[config.mk]
export PLATFORM = sky130hd
export DESIGN_NAME = mul_wb_buffer_flat
export DESIGN_NICKNAME = d
export VERILOG_FILES = /design/src/rtl/mul_wb_pkg.sv /design/src/rtl/mul_wb_buffer_if.sv /design/src/rtl/mul_wb_fifo.sv /design/src/rtl/mul_wb_buffer.sv /design/src/flat_wrapper.sv
export SDC_FILE = /design/constraint.sdc
export NUM_CORES = 1
export LEC_CHECK = 0
export ABC_AREA = 1
export CAP_MARGIN = 10
export CELL_PAD_IN_SITES_DETAIL_PLACEMENT = 0
export CELL_PAD_IN_SITES_GLOBAL_PLACEMENT = 1
export CORE_ASPECT_RATIO = 0.6
export CORE_MARGIN = 2
export CORE_UTILIZATION = 40
export DETAILED_ROUTE_END_ITERATION = 10
export PLACE_DENSITY_LB_ADDON = 0.3
export SKIP_CTS_REPAIR_TIMING = 1
export SLEW_MARGIN = 0
export SYNTH_ARGS = -nofsm -noshare
export SYNTH_HDL_FRONTEND = slang
export SYNTH_HIERARCHICAL = 1
export SYNTH_SLANG_ARGS = --single-unit
[constraint.sdc]
create_clock -name clk -period 16.75 [get_ports clk]
set_input_delay 1.675 -clock clk [delete_from_list [all_inputs] [get_ports clk]]
set_output_delay 1.675 -clock clk [all_outputs]
set_load 0.005 [all_outputs]
[src/rtl/mul_wb_pkg.sv]
// mul_wb_pkg: shared types and default sizes for the multiply write-back buffer.
//   mul_wb_entry_t : one stored completion {rob_ptr, prf_val, prf_ptr, data}
//   *_DEF          : default widths and FIFO depth
package mul_wb_pkg;

  localparam int unsigned M_WIDTH_DEF  = 64;
  localparam int unsigned LG_ROB_DEF   = 6;
  localparam int unsigned LG_PRF_DEF   = 7;
  localparam int unsigned MUL_LAT_DEF  = 3;
  localparam int unsigned LG_DEPTH_DEF = 3;
  localparam int unsigned DEPTH_DEF    = 1 << LG_DEPTH_DEF;

  typedef struct packed {
    logic [LG_ROB_DEF-1:0]  rob_ptr;
    logic                   prf_val;
    logic [LG_PRF_DEF-1:0]  prf_ptr;
    logic [M_WIDTH_DEF-1:0] data;
  } mul_wb_entry_t;

endpackage

[src/rtl/mul_wb_buffer_if.sv]
// mul_wb_buffer_if: write-back handshake from the completion buffer to the
// shared PRF-write / ROB-complete port.
//   master : buffer side   (drives valid + head fields, samples ready)
//   slave  : consumer side (samples valid + head fields, drives ready)
interface mul_wb_buffer_if
  import mul_wb_pkg::*;
#(
  parameter int unsigned M_WIDTH        = M_WIDTH_DEF,
  parameter int unsigned LG_ROB_ENTRIES = LG_ROB_DEF,
  parameter int unsigned LG_PRF_ENTRIES = LG_PRF_DEF
) ();

  logic                      wb_valid;
  logic                      wb_ready;
  logic [LG_ROB_ENTRIES-1:0] wb_rob_ptr;
  logic                      wb_prf_val;
  logic [LG_PRF_ENTRIES-1:0] wb_prf_ptr;
  logic [M_WIDTH-1:0]        wb_data;

  modport master (
    output wb_valid, wb_rob_ptr, wb_prf_val, wb_prf_ptr, wb_data,
    input  wb_ready
  );

  modport slave (
    input  wb_valid, wb_rob_ptr, wb_prf_val, wb_prf_ptr, wb_data,
    output wb_ready
  );

endinterface

[src/rtl/mul_wb_fifo.sv]
// mul_wb_fifo: in-order FIFO of entry_t, 2^LG_DEPTH entries.
//   push/push_data : write an entry (accepted when not full, or full with a pop)
//   pop            : remove the head entry (ignored when empty)
//   head           : current head entry, all-zero when empty
//   full/empty     : status from the registered pointers
//   count          : number of stored entries
module mul_wb_fifo
  import mul_wb_pkg::*;
#(
  parameter type         entry_t  = mul_wb_entry_t,
  parameter int unsigned LG_DEPTH = LG_DEPTH_DEF
) (
  input  logic              clk,
  input  logic              reset,
  input  logic              push,
  input  entry_t            push_data,
  input  logic              pop,
  output entry_t            head,
  output logic              full,
  output logic              empty,
  output logic [LG_DEPTH:0] count
);

  localparam int unsigned DEPTH = 1 << LG_DEPTH;

  entry_t            mem [DEPTH];
  logic [LG_DEPTH:0] wr_ptr;
  logic [LG_DEPTH:0] rd_ptr;
  logic              do_push;
  logic              do_pop;

  // Pointers carry one extra wrap bit: same low bits with differing MSBs is full.
  assign empty   = (wr_ptr == rd_ptr);
  assign full    = (wr_ptr[LG_DEPTH] != rd_ptr[LG_DEPTH]) &&
                   (wr_ptr[LG_DEPTH-1:0] == rd_ptr[LG_DEPTH-1:0]);
  assign count   = wr_ptr - rd_ptr;
  assign do_pop  = pop & ~empty;
  // A pop on a full FIFO frees the slot being written this same edge.
  assign do_push = push & (~full | do_pop);
  assign head    = empty ? '0 : mem[rd_ptr[LG_DEPTH-1:0]];

  always_ff @(posedge clk or negedge reset) begin
    if (!reset) begin
      wr_ptr <= '0;
      rd_ptr <= '0;
    end else begin
      if (do_push) wr_ptr <= wr_ptr + 1'b1;
      if (do_pop)  rd_ptr <= rd_ptr + 1'b1;
    end
  end

  always_ff @(posedge clk) begin
    if (do_push) mem[wr_ptr[LG_DEPTH-1:0]] <= push_data;
  end

endmodule

[src/rtl/mul_wb_buffer.sv]
// mul_wb_buffer: completion buffer behind the fixed-latency multiply/FP pipe.
//   clk, reset        : clock, asynchronous active-low reset
//   mul_go            : op launched into the pipe this cycle
//   mul_stall         : issue must hold off mul_go (all credits reserved)
//   mul_complete, mul_rob_ptr, mul_prf_val, mul_prf_ptr, mul_y : pipe result
//   wb (master)       : valid/ready write-back of the oldest stored result
//   occupancy         : stored entry count
//   overflow_err      : sticky, a completion was dropped on a full buffer
module mul_wb_buffer
  import mul_wb_pkg::*;
#(
  parameter int unsigned M_WIDTH        = M_WIDTH_DEF,
  parameter int unsigned LG_ROB_ENTRIES = LG_ROB_DEF,
  parameter int unsigned LG_PRF_ENTRIES = LG_PRF_DEF,
  parameter int unsigned MUL_LAT        = MUL_LAT_DEF,
  parameter int unsigned LG_DEPTH       = LG_DEPTH_DEF
) (
  input  logic                      clk,
  input  logic                      reset,
  input  logic                      mul_go,
  output logic                      mul_stall,
  input  logic                      mul_complete,
  input  logic [LG_ROB_ENTRIES-1:0] mul_rob_ptr,
  input  logic                      mul_prf_val,
  input  logic [LG_PRF_ENTRIES-1:0] mul_prf_ptr,
  input  logic [M_WIDTH-1:0]        mul_y,
  mul_wb_buffer_if.master           wb,
  output logic [LG_DEPTH:0]         occupancy,
  output logic                      overflow_err
);

  localparam int unsigned DEPTH = 1 << LG_DEPTH;

  // Local entry type so width overrides carry into the FIFO storage.
  typedef struct packed {
    logic [LG_ROB_ENTRIES-1:0] rob_ptr;
    logic                      prf_val;
    logic [LG_PRF_ENTRIES-1:0] prf_ptr;
    logic [M_WIDTH-1:0]        data;
  } entry_t;

  entry_t            wr_entry;
  entry_t            head;
  logic              full;
  logic              empty;
  logic              valid;
  logic              pop;
  logic              go_acc;
  logic [LG_DEPTH:0] r_resv;
  logic [MUL_LAT:0]  inflight;

  always_comb begin
    wr_entry         = '0;
    wr_entry.rob_ptr = mul_rob_ptr;
    wr_entry.prf_val = mul_prf_val;
    wr_entry.prf_ptr = mul_prf_ptr;
    wr_entry.data    = mul_y;
  end

  mul_wb_fifo #(
    .entry_t  (entry_t),
    .LG_DEPTH (LG_DEPTH)
  ) u_fifo (
    .clk       (clk),
    .reset     (reset),
    .push      (mul_complete),
    .push_data (wr_entry),
    .pop       (pop),
    .head      (head),
    .full      (full),
    .empty     (empty),
    .count     (occupancy)
  );

  assign valid         = ~empty;
  assign pop           = valid & wb.wb_ready;
  assign wb.wb_valid   = valid;
  assign wb.wb_rob_ptr = head.rob_ptr;
  assign wb.wb_prf_val = head.prf_val;
  assign wb.wb_prf_ptr = head.prf_ptr;
  assign wb.wb_data    = head.data;

  // Stall looks only at the registered credit count, never at wb_ready.
  assign mul_stall = (r_resv == (LG_DEPTH+1)'(DEPTH));
  assign go_acc    = mul_go & ~mul_stall;

  always_ff @(posedge clk or negedge reset) begin
    if (!reset) begin
      r_resv       <= '0;
      overflow_err <= 1'b0;
      inflight     <= '0;
    end else begin
      // Floor at zero so injected completions without a credit cannot wrap it.
      if (go_acc && !pop)
        r_resv <= r_resv + 1'b1;
      else if (!go_acc && pop && r_resv != '0)
        r_resv <= r_resv - 1'b1;
      if (mul_complete && full && !pop)
        overflow_err <= 1'b1;
      inflight <= (inflight << 1) | (MUL_LAT+1)'(go_acc);
    end
  end

  // Issue must respect the stall.
  a_go_under_stall: assert property (
    @(posedge clk) disable iff (!reset) mul_go |-> !mul_stall);

  // Every accepted op must come back exactly MUL_LAT+1 cycles later.
  a_fixed_latency: assert property (
    @(posedge clk) disable iff (!reset) inflight[MUL_LAT] |-> mul_complete);

endmodule

[src/flat_wrapper.sv]
// flat-port wrapper written by rule: the top's interface ports become plain ports
module mul_wb_buffer_flat import mul_wb_pkg::*;
#(
  parameter int unsigned M_WIDTH        = M_WIDTH_DEF,
  parameter int unsigned LG_ROB_ENTRIES = LG_ROB_DEF,
  parameter int unsigned LG_PRF_ENTRIES = LG_PRF_DEF,
  parameter int unsigned MUL_LAT        = MUL_LAT_DEF,
  parameter int unsigned LG_DEPTH       = LG_DEPTH_DEF
)
  (clk, reset, mul_go, mul_stall, mul_complete, mul_rob_ptr, mul_prf_val, mul_prf_ptr, mul_y, occupancy, overflow_err, wb_wb_valid, wb_wb_rob_ptr, wb_wb_prf_val, wb_wb_prf_ptr, wb_wb_data, wb_wb_ready);
  mul_wb_buffer_if #(.M_WIDTH(M_WIDTH), .LG_ROB_ENTRIES(LG_ROB_ENTRIES), .LG_PRF_ENTRIES(LG_PRF_ENTRIES)) wb_i ();
  input  logic clk;
  input  logic reset;
  input  logic mul_go;
  output logic mul_stall;
  input  logic mul_complete;
  input  logic [LG_ROB_ENTRIES-1:0] mul_rob_ptr;
  input  logic mul_prf_val;
  input  logic [LG_PRF_ENTRIES-1:0] mul_prf_ptr;
  input  logic [M_WIDTH-1:0] mul_y;
  output logic [LG_DEPTH:0] occupancy;
  output logic overflow_err;
  output wire logic [$bits(wb_i.wb_valid)-1:0] wb_wb_valid;
  output wire logic [$bits(wb_i.wb_rob_ptr)-1:0] wb_wb_rob_ptr;
  output wire logic [$bits(wb_i.wb_prf_val)-1:0] wb_wb_prf_val;
  output wire logic [$bits(wb_i.wb_prf_ptr)-1:0] wb_wb_prf_ptr;
  output wire logic [$bits(wb_i.wb_data)-1:0] wb_wb_data;
  input wire logic [$bits(wb_i.wb_ready)-1:0] wb_wb_ready;
  assign wb_wb_valid = wb_i.wb_valid;
  assign wb_wb_rob_ptr = wb_i.wb_rob_ptr;
  assign wb_wb_prf_val = wb_i.wb_prf_val;
  assign wb_wb_prf_ptr = wb_i.wb_prf_ptr;
  assign wb_wb_data = wb_i.wb_data;
  assign wb_i.wb_ready = wb_wb_ready;
  mul_wb_buffer #(.M_WIDTH(M_WIDTH), .LG_ROB_ENTRIES(LG_ROB_ENTRIES), .LG_PRF_ENTRIES(LG_PRF_ENTRIES), .MUL_LAT(MUL_LAT), .LG_DEPTH(LG_DEPTH)) u_core (.clk(clk), .reset(reset), .mul_go(mul_go), .mul_stall(mul_stall), .mul_complete(mul_complete), .mul_rob_ptr(mul_rob_ptr), .mul_prf_val(mul_prf_val), .mul_prf_ptr(mul_prf_ptr), .mul_y(mul_y), .wb(wb_i), .occupancy(occupancy), .overflow_err(overflow_err));
endmodule
# After elaboration in Yosys (flattened, before gate mapping)

Memories as Yosys holds them, arrays and structs flattened.
Cells that the tools add are included.

Register bits: 13
Bits in writable memories: 624
Input port bits: 83
Output and inout port bits: 85
Word-level logic and storage cells: 37
Memories kept: 1

Memory list:

| name              | depth | width | read ports | clocked after memory_dff | wr ports | RTL line          | RTL |
|---|---|---|---|---|---|---|---|
| u_core.u_fifo.mem | 8     | 78    | 1          | 0                        | 1        | mul_wb_fifo.sv:26 | `entry_t mem [DEPTH];` |

$add $sub $neg: 5
Eq/ne operators: 4
Multiplexer cells: 5
Bitwise gates (word level): 8
Reductions and logical operators: 10

Operator list:

| kind                                              | count |
|---|---|
| 2-to-1 mux 78 bit                                 | 1 |
| adder 4 x 1 -> 4 bit (second input constant)      | 3 |
| 2-to-1 mux 4 bit                                  | 2 |
| logical AND 1 bit                                 | 6 |
| AND 1 bit                                         | 4 |
| == test 4 bit                                     | 1 |
| == test 4 bit (second input constant)             | 1 |
| nonzero test 4 bit                                | 1 |
| subtractor 4 x 1 -> 4 bit (second input constant) | 1 |
| subtractor 4 bit                                  | 1 |
| == test 3 bit                                     | 1 |
| NOT 1 bit                                         | 3 |
| zero test 1 bit                                   | 2 |
| 2-to-1 mux 1 bit                                  | 2 |
| nonzero test 2 bit                                | 1 |
| inequality test 1 bit                             | 1 |
| OR 1 bit                                          | 1 |

# Depth between registers and ports, before layout

Gate-level depths: netlist of the first run.

Depth in word-level cells: 8
Gate-level depth with buffers: 18

# Modules after synthesis

Netlist of the first run, hierarchy kept.

By module, submodules not included:

| module        | instances | cells each | area an instance (µm²) |
|---|---|---|---|
| mul_wb_fifo   | 1         | 2,796      | 27,891.8 |
| mul_wb_buffer | 1         | 49         | 376.6 |

# Worst setup path before layout of the first run

OpenSTA, ideal clock, no wires.

Kind: input -> register
Start: in wb_wb_ready
End: mem u_core/u_fifo/mem[2][0] in the netlist's numbering (enable)
Arrival: 5.493 ns
Required time: 16.235 ns
Path slack: 10.742 ns
Cell stages on the path: 6
Path buffers: 0
Path through: nand2_1 -> inv_1 -> inv_1 -> nand3b_1 -> nand3_1 -> nor2_1

Longest elaborated chain between the ends: 6

Ends and longest elaborated chain:

| element                                | RTL line            | RTL |
|---|---|---|
| from (decl)                            | flat_wrapper.sv:28  | `input wire logic [$bits(wb_i.wb_ready)-1:0] wb_wb_ready;` |
| AND 1 bit                              | mul_wb_buffer.sv:76 | `assign pop = valid & wb.wb_ready;` |
| net u_core.pop                         | mul_wb_buffer.sv:47 | `logic pop;` |
| AND 1 bit                              | mul_wb_fifo.sv:37   | `assign do_pop = pop & ~empty;` |
| OR 1 bit                               | mul_wb_fifo.sv:39   | `assign do_push = push & (~full \| do_pop);` |
| AND 1 bit                              | mul_wb_fifo.sv:39   |  |
| 2-to-1 mux 1 bit                       | mul_wb_fifo.sv:53   | `if (do_push) mem[wr_ptr[LG_DEPTH-1:0]] <= push_data;` |
| 2-to-1 mux 1 bit (implied by the code) | mul_wb_fifo.sv:53   |  |
| to (decl)                              | mul_wb_fifo.sv:26   |  |

The timed path passes the listed nets, and every way through them passes these cells.

# Worst setup path in the final report of the first run

Start: reg u_core.u_fifo.rd_ptr[0]
End: out wb_wb_data[41]

Longest elaborated chain between the ends: 2

Ends and longest elaborated chain:

| element                | RTL line            | RTL |
|---|---|---|
| from (decl)            | mul_wb_fifo.sv:28   | `logic [LG_DEPTH:0] rd_ptr;` |
| from (signal assigned) | mul_wb_fifo.sv:48   | `if (do_pop) rd_ptr <= rd_ptr + 1'b1;` |
| == test 4 bit          | mul_wb_fifo.sv:33   | `assign empty = (wr_ptr == rd_ptr);` |
| net u_core.empty       | mul_wb_buffer.sv:45 | `logic empty;` |
| 2-to-1 mux 78 bit      | mul_wb_fifo.sv:40   | `assign head = empty ? '0 : mem[rd_ptr[LG_DEPTH-1:0]];` |
| to (decl)              | flat_wrapper.sv:27  | `output wire logic [$bits(wb_i.wb_data)-1:0] wb_wb_data;` |

The timed path passes the listed nets, and every way through them passes these cells.

==> results of run 1 <==
metal layers:
metal  global-route usage [%]  vias up
met3                     3.43       85
met5                        0        -
li1                         -     9145
met2                     30.8      391
met1                     27.1     8847
met4                     4.54        4
report_power, final:
part | switching (mW) | internal [mW] | leakage, nW
clock | 0.575 | 0.740 | 0.900
sequential | 0.128 | 1.98 | 5.82
combinational | 1.36 | 0.849 | 7.72
total | 2.06 | 3.57 | 14.4
registers in the layout, summed over array words and instances, names as in the netlist:
signal,flops
u_core/r_resv,4
u_core/u_fifo/mem,624
u_core/overflow_err,1
u_core/u_fifo/wr_ptr,4
u_core/u_fifo/rd_ptr,4
cell families after synthesis:
| kind of cell | Yosys count |
|---|---|
| xor+xnor | 6 |
| flops | 637 |
| fa+ha+maj | 9 |
| buf+inv | 777 |
| compound gates | 5 |
| simple gates | 1411 |
final timing paths:
check | to
min in group asynchronous | u_core/r_resv[2]
setup / recovery | wb_wb_data[41]
setup reg to reg | u_core/u_fifo/mem[6][25]
hold reg to reg | u_core/u_fifo/rd_ptr[3]
max in group asynchronous | u_core/u_fifo/rd_ptr[0]
hold / removal | u_core/u_fifo/rd_ptr[3]
final cells by class:
type,count,area [sq um]
timing repair buffer,195,1880
multi-input combinational,1431,6130
tap,924,1160
fill,6328,37400
sequential,637,19100
clock inverter,27,244
clock buffer,80,1600
inverter,645,2430
worst register-to-register path, cell delays in order, from the launching register on:
cell	delay (ns)
dfrtp_4	1.06
buf_4	0.99
ha_1	0.45
nand3_2	0.13
nor2_4	0.06
inv_2	0.11
nand2_1	0.24
inv_1	0.15
inv_1	0.06
nand3b_1	0.21
nand3_1	0.33
nor2_4	0.51
buf_4	0.46
buf_4	0.79
cell usage in the layout (no fill, tap or decap), types with 3 or more instances in the layout:
| cell | synthesis | layout |
|---|---|---|
| buf_4 | 23 | 28 |
| bufinv_16 | 0 | 5 |
| clkbuf_1 | 16 | 19 |
| clkbuf_16 | 0 | 61 |
| clkdlybuf4s50_1 | 0 | 167 |
| clkinv_1 | 0 | 13 |
| clkinv_2 | 0 | 9 |
| dfrtp_1 | 13 | 10 |
| dfrtp_4 | 0 | 3 |
| edfxtp_1 | 624 | 624 |
| ha_1 | 7 | 7 |
| inv_1 | 640 | 640 |
| inv_2 | 4 | 3 |
| nand2_1 | 824 | 824 |
| nand2_2 | 6 | 6 |
| nand3_1 | 406 | 406 |
| nor2_1 | 169 | 161 |
| nor2_4 | 2 | 10 |
| xor2_1 | 5 | 5 |
==> impl_results.md, run 1 <==
* DR top layer: met5
* Die Height at 210 um
* Peak supply drop at 0.0000907 V
* CTS Buffer Depth at 3
* Num CTS Buffers at 60
* Reg2reg path depth at 13
* Crit path launch type: flop
* Crit path max-delay family: buffers and inverters
* Die Wd at 347 um
* Post-route cell area at 0.0325 sq mm
* Worst skew pair latency at 0.62 ns
* Initial core utilization at 40.4%
* Drt via density at 4.69
* Global route total overflow at 0
* Hold path depth at 2
* Simple-Gate Fraction of Synth Area at 20.7%
* # setup viols final at 0
* Fin. max-slew vios at 0
* Final antenna diode count at 0
* Syn Inst Count at 2845
* Placed insts at 3832
* Outcome: finished, final reports clean
* Site row count at 75
* First-pass GRT wire length at 107000 um
* Reg clk slew, reported paths at 0.06 ns
* Port-buffer cells at 167
* Reg2reg setup slack at 10.80 ns
* CP max FO at 94
* RSZ-0062 raised after global routing: false
* Critical path type: reg -> out
* Power density cells at 173 mW/mm^2
* CP cell instances: buf_4 > ha_1 > nand3_2 > nor2_4 > inv_2 > buf_4 > nand2_1 > nor2_1 > clkdlybuf4s50_1
* Area of the core at 0.0699 sq mm
* Post-Synthesis Net Count at 2937
* WP buf/inv at 4
* Period minus WS final at 6.90 ns
* 1st-iter DRT viols at 1440
* Async SR Flop Fraction at 2.04%
* Critical path depth in cells at 9
* Largest family of logic cells by synthesized area: simple AND/OR/NAND/NOR gates
* CP arrival at 5.23 ns
* Total number of vias at 18472
* Fin. Hold Viols at 0
* Hold slack final at 0.514 ns
* Cell mode on critical path: buf_4
* Largest net degree at the start of global routing at 152
* Max_slew headroom at 27.5%
* Hold Crit Class: reg -> reg
* Synth Flop Type: edfxtp_1
* Setup WS pre-CTS at 10.42 ns
* EDFF count, synth at 624
* Nets at 3062
* Post-synth top cells: nand2_1 (824), inv_1 (640), edfxtp_1 (624)
* Slowest-stage cell, CP: dfrtp_4
* GRT Overall Usage at 19.2%
* Adder-Cell Fraction of Synth Area at 0.451%
* Sequential fraction of the synthesis area at 67.4%
* Post-Syn Area at 0.0283 sq mm
* Crit. Startpoint: u_core/u_fifo/rd_ptr[0]
* Worst path max stage delay at 1.06 ns
* Initial antenna violation count at 3
* Final period util at 41.2%
* I/O pin count at 168
* Area Overhead vs Synth at 15.0%
* Reg-to-Reg Start: u_core/u_fifo/rd_ptr[0]
* DR DRC count at 0
* CP required at 15.07 ns
* Final core utilization at 46.5%
* Non-Filler Instances at 3939
* Most numerous cell in the Yosys netlist: nand2_1
* Layout cells sized above 1 at 4.38%
* HP Start: u_core/u_fifo/rd_ptr[3]
* Yosys reg bits at 637
* Clock sink count at 637
* Synth area leader: edfxtp_1
* CTS tree: yes
* Detailed Place HPWL at 37300 um
* Root buf cell: clkbuf_16
* DR WL/cell at 17.8 um
* Drt first pass iters at 5
* Final worst slack at 9.85 ns
* Max_cap viols at 0
* Post-route antenna net violation count at 0
* CP endpoint kind: output port
* Final WL at 70000 um
* Number of global-route vias before repair at 17733
* Distinct cells, synth at 27
* Met3 WL at 3800 um
* Max Clock Skew at 0.0111 ns
* Share of the synthesized area in the top cell type at 66.3%
* Worst Max-Slew Pin Slew at 1.09 ns
* Setup_tns at 0 ns
* H-tree levels at 2
* Synth Area in XOR/XNOR at 0.186%
* Fmax at 0.145 GHz
* Yosys warns at 6
* Met1 Wirelength at 32800 um
* Multiplexer area fraction after synthesis at 0%
* GPL Wtd Cong at 0.740
* Top cells by area, synth: edfxtp_1 (66%), nand2_1 (11%), inv_1 (8.5%)
* Leakage power total at 14.4 nW
* Area post-placement at 0.0307 sq mm
* DIE AREA at 0.0729 sq mm
* Post-synthesis compound-gate area fraction at 0.128%
* Routed wl met2 at 32200 um
* Tot Pwr at 5.63 mW
* Syn avg cell area at 9.94 sq um
Power figures use the tool's default switching activity.
==> inputs of run 2 (changes only) <==
==> constraint.sdc (replaced) <==
create_clock -name clk -period 5.7 [get_ports clk]
set_input_delay 0.57 -clock clk [delete_from_list [all_inputs] [get_ports clk]]
set_output_delay 0.57 -clock clk [all_outputs]
set_load 0.005 [all_outputs]
==> impl_results.md, run 2 (same netlist as run 1, synthesis figures left out) <==
* Drt via density at 4.68 (was 4.69)
* CTS Buffer Depth at 3 (unchanged)
* Max reg flops at 624 (unchanged)
* Num CTS Buffers at 61 (was 60)
* Drt first pass iters at 5 (unchanged)
* Site row count at 75 (unchanged)
* GPL Wtd Cong at 0.748 (was 0.740)
* Root buf cell: clkbuf_16 (unchanged)
* Fin. Hold Viols at 0 (unchanged)
* DR WL/cell at 17.3 um (was 17.8 um)
* DIE AREA at 0.0729 sq mm (unchanged)
* DR DRC count at 0 (unchanged)
* Crit. Startpoint: u_core/u_fifo/rd_ptr[0] (unchanged)
* H-tree levels at 2 (unchanged)
* Area Overhead vs Synth at 16.1% (was 15.0%)
* Max Clock Skew at 0.0178 ns (was 0.0111 ns)
* Fmax at 0.213 GHz
* CP arrival at 4.13 ns (was 5.23 ns)
* I/O pin count at 168 (unchanged)
* Setup WS pre-CTS at 1.60 ns (was 10.42 ns)
* Most common cell after layout, fill and taps aside: nand2_1 (unchanged)
* Fillers at 6310 (was 6328)
* Reg2reg end: u_core/u_fifo/mem[3][72] (was u_core/u_fifo/mem[6][25])
* Total number of vias at 18487 (was 18472)
* Worst skew pair latency at 0.64 ns (was 0.62 ns)
* CTS tree: yes (unchanged)
* RSZ-0062 raised after global routing: false (unchanged)
* Number of global-route vias before repair at 17950 (was 17733)
* CP endpoint kind: output port (unchanged)
* Reg2reg path depth at 12 (was 13)
* Post-route antenna net violation count at 0 (unchanged)
* Layout cells sized above 1 at 5.16% (was 4.38%)
* Setup_tns at 0 ns (unchanged)
* Final worst slack at 0.996 ns (was 9.85 ns)
* Reg2reg setup slack at 1.87 ns (was 10.80 ns)
* Period minus WS final at 4.70 ns
* Max_cap viols at 0 (unchanged)
* Fin. max-slew vios at 0 (unchanged)
* Hold Crit Class: in -> async (was reg -> reg)
* Area of the core at 0.0699 sq mm (unchanged)
* CP required at 5.13 ns (was 15.07 ns)
* Port-buffer cells at 167 (unchanged)
* First-pass GRT wire length at 105000 um (was 107000 um)
* Initial antenna violation count at 6 (was 3)
* Final WL at 68100 um (was 70000 um)
* Reg-to-Reg Start: u_core/u_fifo/rd_ptr[0] (unchanged)
* 1st-iter DRT viols at 1378 (was 1440)
* Die Wd at 347 um (unchanged)
* Leakage power total at 14.6 nW (was 14.4 nW)
* Clock sink count at 637 (unchanged)
* Critical path type: reg -> out (unchanged)
* Worst Setup EP: wb_wb_data[38] (was wb_wb_data[41])
* Final period util at 82.5%
* Reg clk slew, reported paths at 0.06 ns (about the same)
* Max_slew headroom at 19.5% (was 27.5%)
* Outcome: finished, final reports clean (unchanged)
* Global route total overflow at 0 (unchanged)
* Power density cells at 514 mW/mm^2 (was 173 mW/mm^2)
* CP max FO at 64 (was 94)
* Detailed Place HPWL at 35900 um (was 37300 um)
* Nets at 3062 (unchanged)
* Initial core utilization at 40.4% (unchanged)
* # setup viols final at 0 (unchanged)
* Crit path launch type: flop (unchanged)
* Commonest cells after routing, fill and taps aside: nand2_1 (824), inv_1 (640), edfxtp_1 (624) (unchanged)
* GRT Overall Usage at 18.8% (was 19.2%)
* Hold slack final at 0.440 ns (was 0.514 ns)
* Worst Max-Slew Pin Slew at 1.21 ns (was 1.09 ns)
* Largest net degree at the start of global routing at 185 (was 152)
* Peak supply drop at 0.000576 V (was 0.0000907 V)
* Die Height at 210 um (unchanged)
[run 2: worst max-delay path: stages, from the launching register on]
cell,delay (ns)
dfrtp_4,0.95
ha_1,0.39
nand3_2,0.12
nor2_4,0.06
clkinv_2,0.58
buf_4,0.56
nand2_1,0.11
nor2_1,0.14
clkdlybuf4s50_1,0.52
[run 2: cell type report]
cell class / instances / area [sq um] / area share, %
clock inverter: 48 / 454 / 1.38
inverter: 645 / 2430 / 7.42
sequential: 637 / 19100 / 58.1
antenna: 1 / 2.50 / 0.00763
tap: 924 / 1160 / 3.52
timing repair buffer: 194 / 1970 / 6.02
multi-input combinational: 1431 / 6130 / 18.7
clock buffer: 68 / 1600 / 4.86
[run 2: worst min-delay path by stage]
| stage | slack (ns) | cells past startpoint | end |
|---|---|---|---|
| 4_1_cts | 0.41 | 1 | u_core/r_resv[2] |
| 3_5_place_dp | 0.52 | 2 | u_core/u_fifo/rd_ptr[3] |
| 3_3_place_gp | 0.49 | 2 | u_core/u_fifo/rd_ptr[3] |
| 6_report | 0.44 | 1 | u_core/r_resv[3] |
| 5_1_grt | 0.47 | 1 | u_core/u_fifo/wr_ptr[0] |
| 2_1_floorplan | 0.27 | 0 | u_core/overflow_err |
[run 2: per-stage QoR]
stage / instance area (sq um) / utilization (%) / cells / total power [mW]
2_1_floorplan: 28300 / - / 2845 / 10.0
3_3_place_gp: 30800 / 44.0 / 3831 / 12.8
3_5_place_dp: 30800 / 44.0 / 3831 / 12.9
4_1_cts: 32800 / 46.9 / 3947 / 17.1
5_1_grt: 32800 / 46.9 / 3947 / 18.0
6_report: 32800 / 46.9 / 3948 / 16.9
[run 2: power by group]
part	internal, mW	switching (mW)	total (mW)
clock network	2.37	1.78	4.15
logic	2.54	4.06	6.61
registers	5.82	0.270	6.09
total	10.7	6.11	16.9
[run 2: metal layers]
metal  vias to the layer above  wire [um]  track usage, %
met4                        10       1010            4.08
met2                       381      32000            31.1
met5                         -         55               0
met1                      8857      31300            25.8
li1                       9150          -               -
met3                        89       3740            3.74
==> variant (settings of run 2) <==
Set the package constant `LG_PRF_DEF` to 8 (it was 7).
--- a/src/rtl/mul_wb_pkg.sv
+++ b/src/rtl/mul_wb_pkg.sv
@@ -5,7 +5,7 @@
 
   localparam int unsigned M_WIDTH_DEF  = 64;
   localparam int unsigned LG_ROB_DEF   = 6;
-  localparam int unsigned LG_PRF_DEF   = 7;
+  localparam int unsigned LG_PRF_DEF   = 8;
   localparam int unsigned MUL_LAT_DEF  = 3;
   localparam int unsigned LG_DEPTH_DEF = 3;
   localparam int unsigned DEPTH_DEF    = 1 << LG_DEPTH_DEF;
Interface: changed (resized mul_prf_ptr and wb_wb_prf_ptr); port bits go from 168 to 170. The function was not compared with the original's and may differ.
==> variant against run 2 <==
- non-clock buffer count increased by 5
- sequential power rose by 2%
- sequential cell count grew 8
- largest power group unchanged
- design area grew 0.85%
- synthesized cell count up 1.2%
- highest routed layer unchanged
- first-iteration DRC count is 0.65% higher
- setup slack got worse by 0.14 ns
- synthesized area increased by 0.66%
- routed wire length rose by 0.29%
- clock power decreased by 4%
- hold slack worse by 0.066 ns
- total power is 0.29% lower
==> variant: results (changes against run 2) <==
Netlist cell types=25 (-7.4%); #MultiIn Comb=1448 (+1.2%); nets=3100 (+1.2%); DR iter-0 viols=1387 (+0.65%); outcome=completed; via count=18660 (+0.95%); largest net degree at the start of global routing=166 (-10%); DR pass1 iterations=7 (+2); # clk buffers=82 (+21%); Synth-to-Final Area Change=16.30%; Worst Tran Pin Value=1.076 ns (-0.1325 ns); Port Buffers=169 (+1.2%); invs w/o clock=653 (+1.2%); multi-input logic area=6183 um2 (+0.94%); Max stage delay on crit path=0.70 ns (-0.25 ns); Tot GR Track Use=18.74% (-0.060 points); Post-synth ARST share=2.016% (-0.025 points); Fin Clk Skew=0.02156 ns (+0.003771 ns); initial antenna violation count=5 (-1); Seq/total area=58.36% (+0.24 points); arrival time worst endpoint=4.27 ns (+0.14 ns); Area contributors post-synth=edfxtp_1 67%, nand2_1 11%, inv_1 8.5%; number of CTS-inserted buffers=60 (-1.6%); vias in the first global route=18130 (+1.0%); WL/cell=17.15 um (-0.64%); syn_area_per_cell=9.884 um2 (-0.52%)
==> variant: path summary, 6_finish.rpt <==
| kind | startpoint | end | slack (ns) | depth (start not counted) |
|---|---|---|---|---|
| max in group asynchronous | reset | u_core/u_fifo/rd_ptr[2] | 4.79 | 1 |
| min reg2reg | u_core/overflow_err | u_core/overflow_err | 0.49 | 1 |
| max | u_core/u_fifo/rd_ptr[1] | wb_wb_data[12] | 0.86 | 9 |
| min | reset | u_core/overflow_err | 0.37 | 1 |
| min in group clk | u_core/overflow_err | u_core/overflow_err | 0.49 | 1 |
| max reg2reg | u_core/u_fifo/rd_ptr[1] | u_core/u_fifo/mem[7][20] | 1.69 | 12 |
==> variant: cells by family after synthesis <==
logic type / after synthesis / share of synthesized area [%]
flops: 645 / 67.84
xor+xnor: 6 / 0.1847
simple gates: 1428 / 20.76
fa+ha+maj: 9 / 0.4485
buf+inv: 786 / 10.64
compound gates: 5 / 0.1275
==> variant: per-layer routing <==
metal	GRT usage [%]	share of wire (%)	up-vias
met5	0	0.019	-
met1	26.61	46	8825
li1	-	-	9273
met4	5.195	2.1	2
met3	3.053	5.9	107
met2	29.90	46	456
==> variant: through the flow <==
| stage | total power [uW] | worst slack [ns] |
|---|---|---|
| floorplan | 9996 | -0.2710 |
| global placement | 12980 | 1.510 |
| detailed placement | 13030 | 1.510 |
| CTS | 17060 | 0.7725 |
| global route | 17950 | 0.5586 |
| finish | 16810 | 0.8563 |
==> variant: power breakdown <==
| part | total (uW) | switching, uW | leakage (uW) | internal [uW] |
|---|---|---|---|---|
| Sequential | 6210 | 315 | 0.00590 | 5890 |
| Combinational | 6630 | 4060 | 0.00785 | 2570 |
| Clock | 3970 | 1720 | 0.000942 | 2250 |
